[config.mk]
export PLATFORM = sky130hd
export DESIGN_NAME = multicycle_ctrl
export DESIGN_NICKNAME = d
export VERILOG_FILES = /design/src/rtl/multicycle_ctrl.sv
export SDC_FILE = /design/constraint.sdc
export NUM_CORES = 1
export LEC_CHECK = 0
export ABC_CLOCK_PERIOD_IN_PS = 2950
export BUFFER_PORTS_ARGS = -buffer_cell sky130_fd_sc_hd__buf_2
export CORE_AREA = 2 2 39 41
export CTS_CLUSTER_DIAMETER = 200
export DETAILED_ROUTE_END_ITERATION = 10
export DIE_AREA = 0 0 41 43
export GPL_TIMING_DRIVEN = 0
export HOLD_SLACK_MARGIN = 0.06
export MAX_ROUTING_LAYER = met4
export PLACE_DENSITY = 0.69
export SYNTH_ARGS = -nofsm -noshare
export SYNTH_HDL_FRONTEND = slang
export SYNTH_SLANG_ARGS = --single-unit
[constraint.sdc]
create_clock -name clk -period 2.95 [get_ports clk]
set_input_delay 0.59 -clock clk [delete_from_list [all_inputs] [get_ports clk]]
set_output_delay 0.59 -clock clk [all_outputs]
set_load 0.02 [all_outputs]
[src/rtl/multicycle_ctrl.sv]
// Multicycle LEGv8 control FSM: Moore strobes from state; PCWrite/PCSrc also follow MemReady/Zero.
// Latency: R-type 4, CBZ 3, LDUR 5+N, STUR 4+N cycles (N = MemReady wait cycles).
// Backpressure: MEM_RD/MEM_WR hold until MemReady; optional CBNZ under `ifdef CBNZ_SUPPORT_EN.
module multicycle_ctrl (
    input  logic        clk,
    input  logic        reset,
    input  logic [10:0] Op,
    input  logic        Zero,
    input  logic        MemReady,
    output logic        IRWrite,
    output logic        PCWrite,
    output logic        PCSrc,
    output logic        Reg2Loc,
    output logic        ALUSrc,
    output logic        MemtoReg,
    output logic        RegWrite,
    output logic        MemRead,
    output logic        MemWrite,
    output logic [1:0]  ALUOp,
    output logic        Illegal
);

    localparam logic [10:0] OP_LDUR = 11'b11111000010;
    localparam logic [10:0] OP_STUR = 11'b11111000000;
    localparam logic [10:0] OP_ADD  = 11'b10001011000;
    localparam logic [10:0] OP_SUB  = 11'b11001011000;
    localparam logic [10:0] OP_AND  = 11'b10001010000;
    localparam logic [10:0] OP_ORR  = 11'b10101010000;
    localparam logic [7:0]  OP_CBZ  = 8'b10110100;

    typedef enum logic [3:0] {
        S_FETCH  = 4'd0,
        S_DECODE = 4'd1,
        S_EXEC_R = 4'd2,
        S_ADDR   = 4'd3,
        S_MEM_RD = 4'd4,
        S_MEM_WR = 4'd5,
        S_WB_R   = 4'd6,
        S_WB_LD  = 4'd7,
        S_BRANCH = 4'd8,
        S_HALT   = 4'd9
    } state_t;

    state_t state_q, state_d;

    logic is_ldur, is_stur, is_rtype, is_cbz;
    assign is_ldur  = (Op == OP_LDUR);
    assign is_stur  = (Op == OP_STUR);
    assign is_rtype = (Op == OP_ADD) || (Op == OP_SUB) || (Op == OP_AND) || (Op == OP_ORR);
    assign is_cbz   = (Op[10:3] == OP_CBZ);

`ifdef CBNZ_SUPPORT_EN
    localparam logic [7:0] OP_CBNZ = 8'b10110101;
    logic is_cbnz;
    assign is_cbnz = (Op[10:3] == OP_CBNZ);
`endif

    // State register; reset parks the FSM in FETCH asynchronously.
    always_ff @(posedge clk or posedge reset) begin
        if (reset) begin
            state_q <= S_FETCH;
        end else begin
            state_q <= state_d;
        end
    end

    // Next-state logic; MemReady only matters in the memory states.
    always_comb begin
        state_d = state_q;
        case (state_q)
            S_FETCH:  state_d = S_DECODE;
            S_DECODE: begin
                if (is_ldur || is_stur)  state_d = S_ADDR;
                else if (is_rtype)       state_d = S_EXEC_R;
                else if (is_cbz)         state_d = S_BRANCH;
`ifdef CBNZ_SUPPORT_EN
                else if (is_cbnz)        state_d = S_BRANCH;
`endif
                else                     state_d = S_HALT;
            end
            S_EXEC_R: state_d = S_WB_R;
            S_WB_R:   state_d = S_FETCH;
            // Op is held stable past DECODE, so it still selects load vs store here.
            S_ADDR:   state_d = is_ldur ? S_MEM_RD : S_MEM_WR;
            S_MEM_RD: state_d = MemReady ? S_WB_LD : S_MEM_RD;
            S_WB_LD:  state_d = S_FETCH;
            S_MEM_WR: state_d = MemReady ? S_FETCH : S_MEM_WR;
            S_BRANCH: state_d = S_FETCH;
            S_HALT:   state_d = S_HALT;
            default:  state_d = S_FETCH;
        endcase
    end

    // Output decode; reset gates every strobe so FETCH's IRWrite stays low while held.
    always_comb begin
        IRWrite  = 1'b0;
        PCWrite  = 1'b0;
        PCSrc    = 1'b0;
        Reg2Loc  = 1'b0;
        ALUSrc   = 1'b0;
        MemtoReg = 1'b0;
        RegWrite = 1'b0;
        MemRead  = 1'b0;
        MemWrite = 1'b0;
        ALUOp    = 2'b00;
        Illegal  = 1'b0;
        if (!reset) begin
            case (state_q)
                S_FETCH:  IRWrite = 1'b1;
                S_EXEC_R: ALUOp = 2'b10;
                S_WB_R: begin
                    RegWrite = 1'b1;
                    PCWrite  = 1'b1;
                    ALUOp    = 2'b10;
                end
                S_ADDR: begin
                    ALUSrc  = 1'b1;
                    Reg2Loc = is_stur;
                end
                S_MEM_RD: begin
                    MemRead = 1'b1;
                    ALUSrc  = 1'b1;
                end
                S_WB_LD: begin
                    RegWrite = 1'b1;
                    MemtoReg = 1'b1;
                    PCWrite  = 1'b1;
                end
                // The store retires in the cycle memory accepts it.
                S_MEM_WR: begin
                    MemWrite = 1'b1;
                    Reg2Loc  = 1'b1;
                    ALUSrc   = 1'b1;
                    PCWrite  = MemReady;
                end
                S_BRANCH: begin
                    Reg2Loc = 1'b1;
                    ALUOp   = 2'b01;
                    PCWrite = 1'b1;
`ifdef CBNZ_SUPPORT_EN
                    PCSrc   = is_cbnz ? ~Zero : Zero;
`else
                    PCSrc   = Zero;
`endif
                end
                S_HALT:   Illegal = 1'b1;
                default:  ;
            endcase
        end
    end

endmodule

After elaboration in Yosys (flattened, before gate mapping):

Index checks and enable logic that the tools add are counted.

* bits in registers: 4
* input bits: 15
* output and inout port bits: 12
* logic and storage cells: 56

* eq/ne operators: 16
* muxes and demuxes: 29
* reductions and logical operators: 10

Operator list (count)
* $eq A11 B11 Y1 const B: 6
* $pmux W4 S7: 1
* $mux W1: 20
* $eq A4 B3 Y1 const B: 4
* $eq A4 B2 Y1 const B: 2
* $eq A4 B4 Y1 const B: 2
* $eq A8 B8 Y1 const B: 1
* $mux W4: 2
* $reduce_or A2 Y1: 3
* $reduce_or A3 Y1: 2
* $eq A4 B1 Y1 const B: 1
* $logic_not A4 Y1: 1
* $logic_or A1 B1 Y1: 4
* $mux W2: 2
* $pmux W1 S2: 2
* $pmux W2 S2: 1
* $mux W3: 1

Longest topological paths before layout:

* depth after elaboration: 7
* depth in mapped cells: 5
* gate-level depth less buffers: 4

Worst setup path after synthesis:

No wires, ideal clock.

* path kind: input -> output
* from: input port reset
* to: output port PCSrc
* arrival: 1.855 ns
* data required time: 2.360 ns
* slack: 0.505 ns
* stages on the path: 3
* buffers on the path: 1
* path through: clkbuf_1 > nor4_1 > and2_1

* word-level cells in the longest chain between the ends: 1

Ends and longest elaborated chain
* start: declaration: line 6 `input logic reset,`
* $mux W1: line 107 `if (!reset) begin`
* end: declaration: line 12 `output logic PCSrc,`

No other way between the ends.

Worst setup path in the final report:

* from: input port Op[0]
* to: output port Reg2Loc

* word-level cells in the longest chain between the ends: 3

Ends and longest elaborated chain
* start: declaration: line 7 `input logic [10:0] Op,`
* $eq A11 B11 Y1: line 48 `assign is_stur = (Op == OP_STUR);`
* $pmux W1 S2: line 108 `case (state_q)`
* $mux W1: line 107
* end: declaration: line 13 `output logic Reg2Loc,`

No other way between the ends.

==> results.cfg <==
[synth]
synth_top_flop_cell = dfrtp_1
synth_seq_area_share_pct = 21.8
ys_ff_latch = 4
netlist_instances = 62
synth_area_per_cell_sq_um = 7.41
ys_async_sr_fraction_pct = 100
netlist_area_sq_um = 459
synth_edf_count = 0
yosysWarnings = 0
synth_fp_nets = 77
synth.distinct_cells = 31

[worst_setup_path]
worstSetupEndpointType = output port
ff2ff_setup_slack_ns = 1.64
worstSetupStartpointType = input pin
crit_fanout = 4
worst-setup-path-type = input pin to output port
timing.rr.start = state_q[1]
crit_top_cell = buf_2
slowest_delay_ns = 0.50
r2r_end = state_q[0]
crit_chain = buf_2 > nor3_1 > nand3_1 > or4_1 > a21oi_1 > buf_2
cpMaxStageDelayCell = or4_1
rr_worst_depth = 4
startpoint = Op[0]
cp_data_arrival_time_ns = 1.83
worstPathRequired_ns = 2.36

[timing]
finalMaxSlewViolations = 0
finalHoldViolCount = 0
finalSetupViolations = 0
rsz0062_at_grt = no
fmax_mhz = 413
fin_crit_sh_pct = 82.0
tightest_slew_ns = 0.351
fin_skew_ns = 0.00631
min_period_ns = 2.42
relSlewSlack_pct = 76.0
timing.hold.ws_ns = 0.385
fin_tns_setup_ns = 0

[power_and_ir_drop]
p_comb_share_pct = 56.1
p_sw_share_pct = 43.3
power.leakage_nw = 0.299
internal_power_mw = 0.193
clock_power_share_pct = 20.5
irDropWorstVdd_v = 0.000265
sequentialPowerShare_pct = 23.4
powerDensity_mw_per_mm2 = 543
switchingPower_mw = 0.147

[routing]
wl_per_cell_microns = 10.6
ant_nets = 0
vias = 566
vias_per_cell = 5.34
drt_wl_total_mm = 1.12
drt_iter0_drc = 6
drt_first_pass_iters = 3
route.detailed.drc = 0

[die]
die_area_sq_mm = 0.00176
rows = 14
die_h_microns = 43
core_area_sq_mm = 0.00138
start_util_pct = 33.2
io_pins = 27
die_w_microns = 41

[placed_design]
detailedPlacementHpwl_microns = 888
gp_congestion = 0.797
dp.cells = 103
port_buffers = 25

[finish]
antenna_cells = 0
largest_reg_flops = 4
largestRegisters = state_q: 4 flops
drive_gt1_share_pct = 36.7
regMostFlops = state_q
syn2layout_area_growth_pct = 36.5
fin_cells = 106
fillers = 146
nets = 107

[grt]
grt_max_degree = 11
antenna_found_initial = 0
grt_usage_pct = 16.4
grt_pass1_wl_mm = 1.95
grt_pass1_vias = 481
overflow = 0

[clocking]
insertion_delay_ns = 0.24
cts_resized = 0
cts_tree = done
cts_root_buffer = clkbuf_4
clk_pin_slew_worst_paths_ns = 0.04
cts_hold_buf = 0
clkSinkCount = 4
cts_buffers = 3
ctsHtreeMaxLevel = 1
clock_tree.buffer_depth = 2
cts_setup_buffers = 0

[hold_path]
hp-class = input pin to async pin

[run]
max-cap-violations = 0

[run_status]
outcome = complete, no violations
==> power groups by stage <==
stage	registers (mW)	logic (mW)	clock network, mW
2_1_floorplan	0.0785	0.145	0
3_3_place_gp	0.0806	0.189	0
3_5_place_dp	0.0805	0.191	0
4_1_cts	0.0797	0.192	0.0720
5_1_grt	0.0809	0.212	0.0798
6_report	0.0796	0.191	0.0699
==> layer usage <==
layer | GRT usage [%] | vias up | share of wire [%]
met1 | 21.1 | 262 | 44
met4 | 4.00 | 0 | 0.54
met3 | 7.85 | 2 | 5.4
met5 | - | - | 0
li1 | - | 287 | -
met2 | 22.8 | 15 | 50
==> cells by family (layout without fill, tap and decap cells) <==
group,count (synthesis),count (layout),share of synthesized area [%]
and+or+nand+nor,34,34,44.7
AOI/OAI and AO/OA,14,14,19.9
buffers and inverters,8,36,9.26
DFF,4,4,21.8
muxes,2,2,4.36
==> cells in the mapped netlist, drive strengths merged, types with 2 or more instances <==
cell type	n	area (sq um)
nor2	5	26.3
nor2b	2	12.5
nand2b	4	25.0
a21oi	6	30.0
mux2i	2	20.0
nand2	4	15.0
clkbuf	2	7.51
buf	3	23.8
inv	3	11.3
nor3	7	35.0
nand3	3	20.0
nor4	2	12.5
dfrtp	4	100
o21ai	2	10.0
==> cell usage in the layout (no fill, tap or decap), types with 2 or more instances in the layout <==
cell / count
o21ai_1: 2
nand2b_1: 4
clkbuf_4: 3
nand2_1: 4
a21oi_1: 6
nand3_1: 2
nor2b_1: 2
clkbuf_1: 2
nor3_1: 7
nor2_1: 4
mux2i_1: 2
dfrtp_1: 4
nor4_1: 2
buf_2: 26
inv_1: 3
==> worst max-delay path, delay by kind of cell <==
family / cells / cell delay, ns
AOI/OAI and AO/OA: 1 / 0.13
buffers and inverters: 2 / 0.27
and+or+nand+nor: 3 / 0.83
==> layout make-up <==
cell class | count | area (sq um) | share of cell area, %
repair buffers | 25 | 125 | 20.0
plain buffers | 5 | 31.3 | 4.99
inverters | 3 | 11.3 | 1.80
multi-input cells | 50 | 317 | 50.5
flip-flops and latches | 4 | 100 | 16.0
clock buffers | 3 | 22.5 | 3.59
well taps | 16 | 20.0 | 3.19
==> how the worst max path moves through the flow <==
stage          cells after the start       to
2_1_floorplan                      3    PCSrc
3_3_place_gp                       6  Reg2Loc
3_5_place_dp                       6  Reg2Loc
4_1_cts                            6  Reg2Loc
5_1_grt                            6  Reg2Loc
6_report                           6  Reg2Loc
==> stage by stage <==
| stage | area (sq um) | utilization [%] | power, mW | setup slack, ns |
|---|---|---|---|---|
| floorplan | 459 | - | 0.224 | 0.505 |
| global placement | 604 | 43.7 | 0.270 | 0.542 |
| detailed placement | 604 | 43.7 | 0.272 | 0.526 |
| CTS | 627 | 45.3 | 0.344 | 0.515 |
| global route | 627 | 45.3 | 0.372 | 0.413 |
| finish | 627 | 45.3 | 0.341 | 0.531 |
No activity file was read; power rests on OpenSTA's default activity.
